[config.mk]
export PLATFORM = sky130hd
export DESIGN_NAME = stream_select
export DESIGN_NICKNAME = d
export VERILOG_FILES = /design/src/rtl/stream_pkg.sv /design/src/rtl/rr_arbiter.sv /design/src/rtl/stream_select.sv
export SDC_FILE = /design/constraint.sdc
export NUM_CORES = 1
export LEC_CHECK = 0
export ABC_CLOCK_PERIOD_IN_PS = 3500
export CORE_MARGIN = 2
export CORE_UTILIZATION = 43
export DETAILED_ROUTE_END_ITERATION = 6
export GPL_TIMING_DRIVEN = 0
export PLACE_DENSITY_LB_ADDON = 0.05
export SETUP_SLACK_MARGIN = 0.5
export SLEW_MARGIN = 10
export SYNTH_ARGS = -nofsm -noshare
export SYNTH_HDL_FRONTEND = slang
export SYNTH_SLANG_ARGS = --single-unit
export TNS_END_PERCENT = 100
[constraint.sdc]
create_clock -name clk -period 3.5 [get_ports clk]
set_input_delay 0.35 -clock clk [delete_from_list [all_inputs] [get_ports clk]]
set_output_delay 0.35 -clock clk [all_outputs]
set_load 0.02 [all_outputs]
[src/rtl/stream_pkg.sv]
// Shared definitions for the stream selector: mode encodings and round-robin search.
// Latency: n/a (package). Backpressure: n/a.
// Contents: MODE_FIXED/MODE_RR, grant_t, rr_pick() priority search helper.
package stream_pkg;

   localparam logic MODE_FIXED = 1'b0;
   localparam logic MODE_RR    = 1'b1;

   // Widest configuration supported by the search helper.
   localparam int MAX_CH    = 16;
   localparam int MAX_IDX_W = 4;

   typedef struct packed {
      logic                 vld;
      logic [MAX_IDX_W-1:0] idx;
   } grant_t;

   // First requesting channel at or above ptr, wrapping at n_ch.
   // Callers keep ptr < n_ch and zero-fill req above n_ch.
   function automatic grant_t rr_pick(input logic [MAX_CH-1:0]    req,
                                      input logic [MAX_IDX_W-1:0] ptr,
                                      input logic [4:0]           n_ch);
      grant_t     g;
      logic [4:0] idx;
      g = '0;
      for (int k = 0; k < MAX_CH; k++) begin
         // ptr and k are both below n_ch, so a single subtract wraps the sum.
         idx = {1'b0, ptr} + 5'(k);
         if (idx >= n_ch) begin
            idx = idx - n_ch;
         end
         if ((5'(k) < n_ch) && !g.vld && req[idx[3:0]]) begin
            g.vld = 1'b1;
            g.idx = idx[3:0];
         end
      end
      return g;
   endfunction

endpackage

[src/rtl/rr_arbiter.sv]
// Round-robin priority search: picks the first requester at or above ptr, wrapping.
// Latency: purely combinational. Backpressure: none, grant is advisory to the caller.
// Ports: req (per-channel request), ptr (search start), grant_valid, grant_idx.
module rr_arbiter
   import stream_pkg::*;
#(
   parameter int N_CH = 4,
   parameter int CH_W = $clog2(N_CH)
) (
   input  logic [N_CH-1:0] req,
   input  logic [CH_W-1:0] ptr,
   output logic            grant_valid,
   output logic [CH_W-1:0] grant_idx
);

   logic [MAX_CH-1:0]    w_req;
   logic [MAX_IDX_W-1:0] w_ptr;
   grant_t               w_gnt;

   assign w_req       = MAX_CH'(req);
   assign w_ptr       = MAX_IDX_W'(ptr);
   assign w_gnt       = rr_pick(w_req, w_ptr, 5'(N_CH));
   assign grant_valid = w_gnt.vld;
   assign grant_idx   = CH_W'(w_gnt.idx);

endmodule

[src/rtl/stream_select.sv]
// N-channel stream selector, fixed-select or round-robin, into one output register stage.
// Latency: 1 cycle from input transfer to out_valid. Backpressure: in_ready follows load_en
// (out register empty or draining), so a pop and a push in the same cycle run at full rate.
// Ports: clk, rst (sync, active-high), mode (0 fixed / 1 round-robin), sel (fixed channel),
//        in_valid/in_ready/in_data per channel, out_valid/out_ready/out_data/out_ch.
module stream_select
   import stream_pkg::*;
#(
   parameter int DATA_WIDTH = 4,
   parameter int N_CH       = 4,
   parameter int CH_W       = $clog2(N_CH)
) (
   input  logic                       clk,
   input  logic                       rst,
   input  logic                       mode,
   input  logic [CH_W-1:0]            sel,
   input  logic [N_CH-1:0]            in_valid,
   input  logic [N_CH*DATA_WIDTH-1:0] in_data,
   output logic [N_CH-1:0]            in_ready,
   output logic                       out_valid,
   input  logic                       out_ready,
   output logic [DATA_WIDTH-1:0]      out_data,
   output logic [CH_W-1:0]            out_ch
);

   logic                  r_out_valid;
   logic [DATA_WIDTH-1:0] r_out_data;
   logic [CH_W-1:0]       r_out_ch;
   logic [CH_W-1:0]       r_rr_ptr;

   logic                  w_load_en;
   logic                  w_sel_ok;
   logic                  w_fix_vld;
   logic                  w_arb_vld;
   logic [CH_W-1:0]       w_arb_idx;
   logic                  w_gnt_vld;
   logic [CH_W-1:0]       w_gnt_idx;
   logic [DATA_WIDTH-1:0] w_gnt_dat;
   logic                  w_push;
   logic [CH_W-1:0]       w_rr_nxt;

   rr_arbiter #(
      .N_CH (N_CH),
      .CH_W (CH_W)
   ) u_arb (
      .req         (in_valid),
      .ptr         (r_rr_ptr),
      .grant_valid (w_arb_vld),
      .grant_idx   (w_arb_idx)
   );

   // Output register may take a new word when empty or being drained this cycle.
   assign w_load_en = !r_out_valid || out_ready;

   // sel can address past the last channel when N_CH is not a power of two.
   assign w_sel_ok  = ({1'b0, sel} < (CH_W+1)'(N_CH));
   assign w_fix_vld = w_sel_ok && in_valid[sel];

   assign w_gnt_vld = (mode == MODE_RR) ? w_arb_vld : w_fix_vld;
   assign w_gnt_idx = (mode == MODE_RR) ? w_arb_idx : sel;
   assign w_gnt_dat = in_data[w_gnt_idx*DATA_WIDTH +: DATA_WIDTH];

   // Reset gates the handshake so no upstream word is consumed and lost.
   assign w_push    = w_gnt_vld && w_load_en && !rst;
   assign in_ready  = w_push ? (N_CH'(1) << w_gnt_idx) : '0;

   assign w_rr_nxt  = (w_gnt_idx == CH_W'(N_CH-1)) ? '0 : w_gnt_idx + CH_W'(1);

   always_ff @(posedge clk) begin
      if (rst) begin
         r_out_valid <= 1'b0;
         r_out_data  <= '0;
         r_out_ch    <= '0;
         r_rr_ptr    <= '0;
      end else if (w_load_en) begin
         if (w_gnt_vld) begin
            r_out_valid <= 1'b1;
            r_out_data  <= w_gnt_dat;
            r_out_ch    <= w_gnt_idx;
            if (mode == MODE_RR) begin
               r_rr_ptr <= w_rr_nxt;
            end
         end else begin
            r_out_valid <= 1'b0;
         end
      end
   end

   assign out_valid = r_out_valid;
   assign out_data  = r_out_data;
   assign out_ch    = r_out_ch;

endmodule

==> impl_metrics.yaml, run 1 <==
grt:
  grt_max_degree: 11
  overflow: 0
  antenna_found_initial: 0
  grt_pass1_vias: 1062
  grt_pass1_wl_um: 4581
  grt.total_usage: 0.2295
floorplanning:
  die_w_um: 51.37
  core_um2: 2170
  initial_core_util: 0.4446
  fp.dieH_um: 51.37
  row_count: 17
  dieArea_um2: 2638
  io_pins: 37
sta:
  min_period_over_period: 0.8427
  finalCriticalPeriod_ns: 2.949
  setup_viol: 0
  hold_viol: 0
  tightest_slew_ns: 0.6016
  slew_headroom: 0.5945
  fmax_ghz: 0.3391
  rsz0062_at_grt: "true"
  slew_viol_final: 0
  fin_skew_ns: 0.005665
worst_setup_path:
  worstSetupEndpointType: "output port"
  critPathArrivalTime_ns: 2.60
  slowest_stage: "o41a_1"
  slowest_delay_ns: 0.43
  worstSetupStartpointType: "flip-flop"
  critPathMaxFanout: 7
  path_common_cell: "buf_6"
  path_cells: "buf_6, inv_6, ha_4, inv_4, and3_4, buf_6, o41a_1, a31o_4, clkinv_4, ha_4, and2_4, buf_6"
  r2r_slack_ns: 0.85
  cp.required_ns: 3.15
  crit_type: "flip-flop to output port"
placement:
  place_hpwl_um: 2052
  portBuffers: 35
  place_congestion: 0.8445
power_and_ir_drop:
  finalPower_mw: 0.6284
  internal_power_mw: 0.3731
  p_leak_nw: 0.6779
  power_density_nw_per_um2: 375.6
  p_clk_frac: 0.132
  peakVddDrop_uv: 303.8
  netSwitchingFraction: 0.4062
  p_comb_frac: 0.656
  p_seq_frac: 0.212
  p_switching_mw: 0.2553
final_layout:
  utilization: 0.7711
  finalNetCount: 206
  nFillCells: 165
  diodes: 0
  drive_gt1_frac: 0.3450
  syn_to_final_growth_pct: 73.41
clocking:
  path_clk_slew_ns: 0.06
  cts_tree: "yes"
  cts_htree_levels: 1
  root_buffer: "clkbuf_4"
  cts_buffer_depth: 2
  cts_buffers: 3
  worstSkewPairLatency_ns: 0.27
  clkSinkCount: 9
logic_synthesis:
  synthDominantCellAreaShare: 0.1868
  syn_nets: 151
  yosys_register_bits: 9
  yosys_most_used_dff: "dfxtp_1"
  synthesis.area_um2: 964.7
  synth.avg_cell_area_um2: 8.245
  synth.area.top_cells: "dfxtp_1 (19%), ha_1 (10%), nand3_1 (8.8%)"
  yosys.area.top_type: "dfxtp_1"
  synthArstFlopShare: 0
  synth_edf_count: 0
  ys_warn_count: 0
  synth-seq-area-share: 0.1868
  netlist_instances: 117
  yosysUniqueCellTypes: 37
route:
  via_per_inst: 5.698
  dr.first_iter.drc_count: 37
  wl_met1_um: 1316
  routedWlPerCell_um: 16.19
  wl_met3_um: 205
  drc: 0
  drtAntennaViolNets: 0
  highest_layer: "met4"
  num_vias: 1134
  dr.pass1.iters: 4
  met2_length_um: 1631
  wl_um: 3221
hold_path:
  hp-class: "flip-flop to flip-flop"
outcome:
  outcome: "completed"
job:
  drv_cap: 0
[sequential cells by signal, summed over array words and instances, names as in the netlist]
| signal | count |
|---|---|
| out_data | 4 |
| out_valid | 1 |
| r_rr_ptr | 2 |
| out_ch | 2 |
[layer usage]
metal,track usage,vias up
met2,0.3996,42
met4,0.07018,0
met1,0.2778,524
met3,0.05263,8
met5,0,-
li1,-,560
[per-stage QoR]
| stage | worst slack (ns) | setup TNS [ns] | instance area (um^2) | hold slack (ns) | instances |
|---|---|---|---|---|---|
| floorplan | 0.5935 | 0 | 964.7 | 0.5746 | 117 |
| global placement | -0.2999 | -1.073 | 1350 | 0.4835 | 180 |
| detailed placement | -0.3332 | -1.211 | 1350 | 0.4929 | 180 |
| CTS | 0.5013 | 0 | 1464 | 0.4704 | 191 |
| global route | 0.4685 | 0 | 1673 | 0.5517 | 199 |
| finish | 0.5507 | 0 | 1673 | 0.5034 | 199 |
[final timing paths]
check                                  from          end  depth (start not counted)
worst max-delay path            r_rr_ptr[0]  in_ready[2]                         12
worst min-delay path              out_ch[1]    out_ch[1]                          2
worst max register to register  r_rr_ptr[0]  out_data[1]                         13
worst min register to register    out_ch[1]    out_ch[1]                          2
[kinds of logic (layout without fill, tap and decap cells)]
family | Yosys count | in the layout | synth area share
buffers and inverters | 12 | 66 | 0.05317
and+or+nand+nor | 46 | 46 | 0.2438
AOI/OAI and AO/OA | 31 | 31 | 0.2555
DFF | 9 | 9 | 0.1868
muxes | 11 | 11 | 0.1569
adders and majority gates | 8 | 8 | 0.1038
[critical path: cells and delay by family (launching register included)]
family	cells	cell delay, ns
compound gates	2	0.74
fa+ha+maj	2	0.42
buf+inv	6	0.54
flops	1	0.37
simple gates	2	0.27
[power by group through the flow]
stage	clock network [mW]	logic (mW)	registers, mW
after global placement	0	0.284	0.132
after floorplan	0	0.174	0.146
after CTS	0.0846	0.327	0.132
final	0.0828	0.412	0.133
after global routing	0.0900	0.443	0.136
after detailed placement	0	0.287	0.133
[Yosys cell counts, drive strengths merged, types with 2 or more instances]
master	n
mux2	3
a31oi	2
ha	8
nand2	4
clkbuf	2
nand3	17
nor3	2
nand2b	2
o21ai	9
a32o	4
dfxtp	9
mux4	3
a41oi	2
o41a	2
buf	2
mux2i	5
nor2b	5
nor2	8
inv	7
and2	5
a21oi	3
[cell type report]
type	instances	area [um^2]	share of cell area
Clock buffer	4	26.28	0.01571
Sequential cell	9	187.7	0.1122
Timing Repair Buffer	50	459.2	0.2745
Buffer	4	41.29	0.02468
Tap cell	28	35.03	0.02094
Multi-Input combinational cell	96	880.8	0.5266
Inverter	8	42.54	0.02543
[cell usage in the layout, fill, tap and decap left out, drive strengths merged, types with 7 or more instances in the layout]
master and n:
buf 23, clkdlybuf4s50 27, dfxtp 9, ha 8, inv 7, nand3 17
nor2 8, o21ai 9
[what timing repair did]
item,CTS,global route
cloned,0,0
buffers inserted,7,8
pin swaps,5,7
hold buffers,0,0
endpoints found under the setup margin,5,4
resized for setup,35,35
Power figures use the tool's default switching activity.
==> inputs of run 2 (changes only) <==
--- a/config.mk
+++ b/config.mk
@@ -5,7 +5,7 @@
 export SDC_FILE = /design/constraint.sdc
 export NUM_CORES = 1
 export LEC_CHECK = 0
-export ABC_CLOCK_PERIOD_IN_PS = 3500
+export ABC_CLOCK_PERIOD_IN_PS = 3100
 export CORE_MARGIN = 2
 export CORE_UTILIZATION = 43
 export DETAILED_ROUTE_END_ITERATION = 6
==> constraint.sdc (replaced) <==
create_clock -name clk -period 3.1 [get_ports clk]
set_input_delay 0.31 -clock clk [delete_from_list [all_inputs] [get_ports clk]]
set_output_delay 0.31 -clock clk [all_outputs]
set_load 0.02 [all_outputs]
==> run 2 against run 1 <==
Against the previous run:
- clock power rose by 9.9%
- setup slack got worse by 0.30 ns
- die area did not move
- clock skew fell by 0.0014 ns
- core utilization rose by 0.29 points
- via count rose by 3.7%
- non-clock buffer count rose by 3
- critical path type unchanged
==> impl_metrics.yaml, run 2 (synthesis gave the netlist of run 1 again) <==
worst_setup_path:
  worstSetupEndpointType: "output port"
  worstSetupStartpointType: "flip-flop"
  critPathArrivalTime_ns: 2.54
  path_cells: "buf_6, inv_6, ha_4, inv_4, and3_4, clkbuf_8, o41a_1, a31o_4, ha_1, and2_1, buf_2"
  cp.required_ns: 2.79
  slowest_stage: "o41a_1"
  critPathMaxFanout: 6
  slowest_delay_ns: 0.41
  crit_type: "flip-flop to output port"
sta:
  slew_viol_final: 0
  fin_ws_ns: 0.2532
  hold_viol: 0
  fin_skew_ns: 0.004303
  rsz0062_at_grt: "true"
  min_period_over_period: 0.9183
  slew_headroom: 0.5913
  setup_viol: 0
  tightest_slew_ns: 0.6064
  finalCriticalPeriod_ns: 2.847
  fmax_ghz: 0.3513
  finalSetupTns_ns: 0
grt:
  grt_max_degree: 11
  overflow: 0
  antenna_found_initial: 0
  grt_pass1_wl_um: 4692
  grt_pass1_vias: 1045
  grt.total_usage: 0.2385
clocking:
  cts_buffer_depth: 2
  path_clk_slew_ns: 0.06
  hold_buffers: 0
  worstSkewPairLatency_ns: 0.27
  cts_tree: "yes"
  clkSinkCount: 9
  cts_htree_levels: 1
  cts_buffers: 3
  root_buffer: "clkbuf_4"
placement:
  place_hpwl_um: 2074
  place_ws_ns: -0.4721
  portBuffers: 35
  place_area_um2: 1378
  place_congestion: 0.9020
floorplanning:
  io_pins: 37
  dieArea_um2: 2638
  core_um2: 2170
  initial_core_util: 0.4446
  die_w_um: 51.37
  fp.dieH_um: 51.37
  row_count: 17
power_and_ir_drop:
  p_leak_nw: 0.6841
  power_density_nw_per_um2: 427.2
  peakVddDrop_uv: 259.3
  finalPower_mw: 0.7172
outcome:
  outcome: "completed"
final_layout:
  finalNetCount: 209
  syn_to_final_growth_pct: 74.06
  drive_gt1_frac: 0.3448
  layout_common_cells: "clkdlybuf4s50_1 (27), buf_4 (18), nand3_1 (17)"
  design_area_um2: 1679
  diodes: 0
  layout_commonest_cell: "clkdlybuf4s50_1"
  largest_register_ffs: 4
route:
  dr.pass1.iters: 4
  routedWlPerCell_um: 15.91
  drtAntennaViolNets: 0
  wl_um: 3214
  dr.first_iter.drc_count: 47
  via_per_inst: 5.822
  num_vias: 1176
  drc: 0
hold_path:
  hp-class: "primary input to flip-flop"
job:
  drv_cap: 0
## run 2: worst paths after layout
path,startpoint,endpoint,slack (ns),cells after the start
worst max-delay path,r_rr_ptr[0],in_ready[1],0.25,11
worst min-delay path,rst,r_rr_ptr[0],0.48,2
worst max register to register,r_rr_ptr[0],out_data[2],0.63,11
worst min register to register,out_ch[1],out_ch[1],0.53,2
## run 2: layout make-up
class | count | area [um^2]
Fill cell | 160 | 490.5
Buffer | 4 | 42.54
Inverter | 8 | 47.55
Timing Repair Buffer | 53 | 479.2
Multi-Input combinational cell | 96 | 860.8
Sequential cell | 9 | 187.7
Tap cell | 28 | 35.03
Clock buffer | 4 | 26.28
## run 2: what timing repair did
action,CTS,global route
resized for setup,52,8
setup buffers,12,6
pin swaps,7,8
hold endpoints to repair,0,0
setup endpoints to repair,9,4
## run 2: worst max-delay path, delay by kind of cell, from the launching register on
kind / cells / cell delay (ns)
AOI/OAI and AO/OA: 2 / 0.67
buffers and inverters: 5 / 0.48
adders and majority gates: 2 / 0.48
DFF: 1 / 0.36
and+or+nand+nor: 2 / 0.27
## run 2: report_power, final
part | switching, mW | internal, mW
Combinational | 0.232 | 0.245
Clock | 0.0413 | 0.0496
Sequential | 0.0145 | 0.135
## run 2: metal layers
metal | GRT usage | vias up | wire length [um]
met5 | 0 | - | 0
met4 | 0.1053 | 0 | 50
met3 | 0.01754 | 8 | 191
met2 | 0.3974 | 62 | 1602
met1 | 0.3135 | 547 | 1370
li1 | - | 559 | -
## run 2: through the flow
stage | hold WS (ns) | cells | util
after floorplan | 0.5585 | 117 | -
final | 0.4791 | 202 | 0.7739
after global placement | 0.4771 | 180 | 0.6349
after CTS | 0.4410 | 196 | 0.7284
after detailed placement | 0.5066 | 180 | 0.6349
after global routing | 0.5164 | 202 | 0.7739
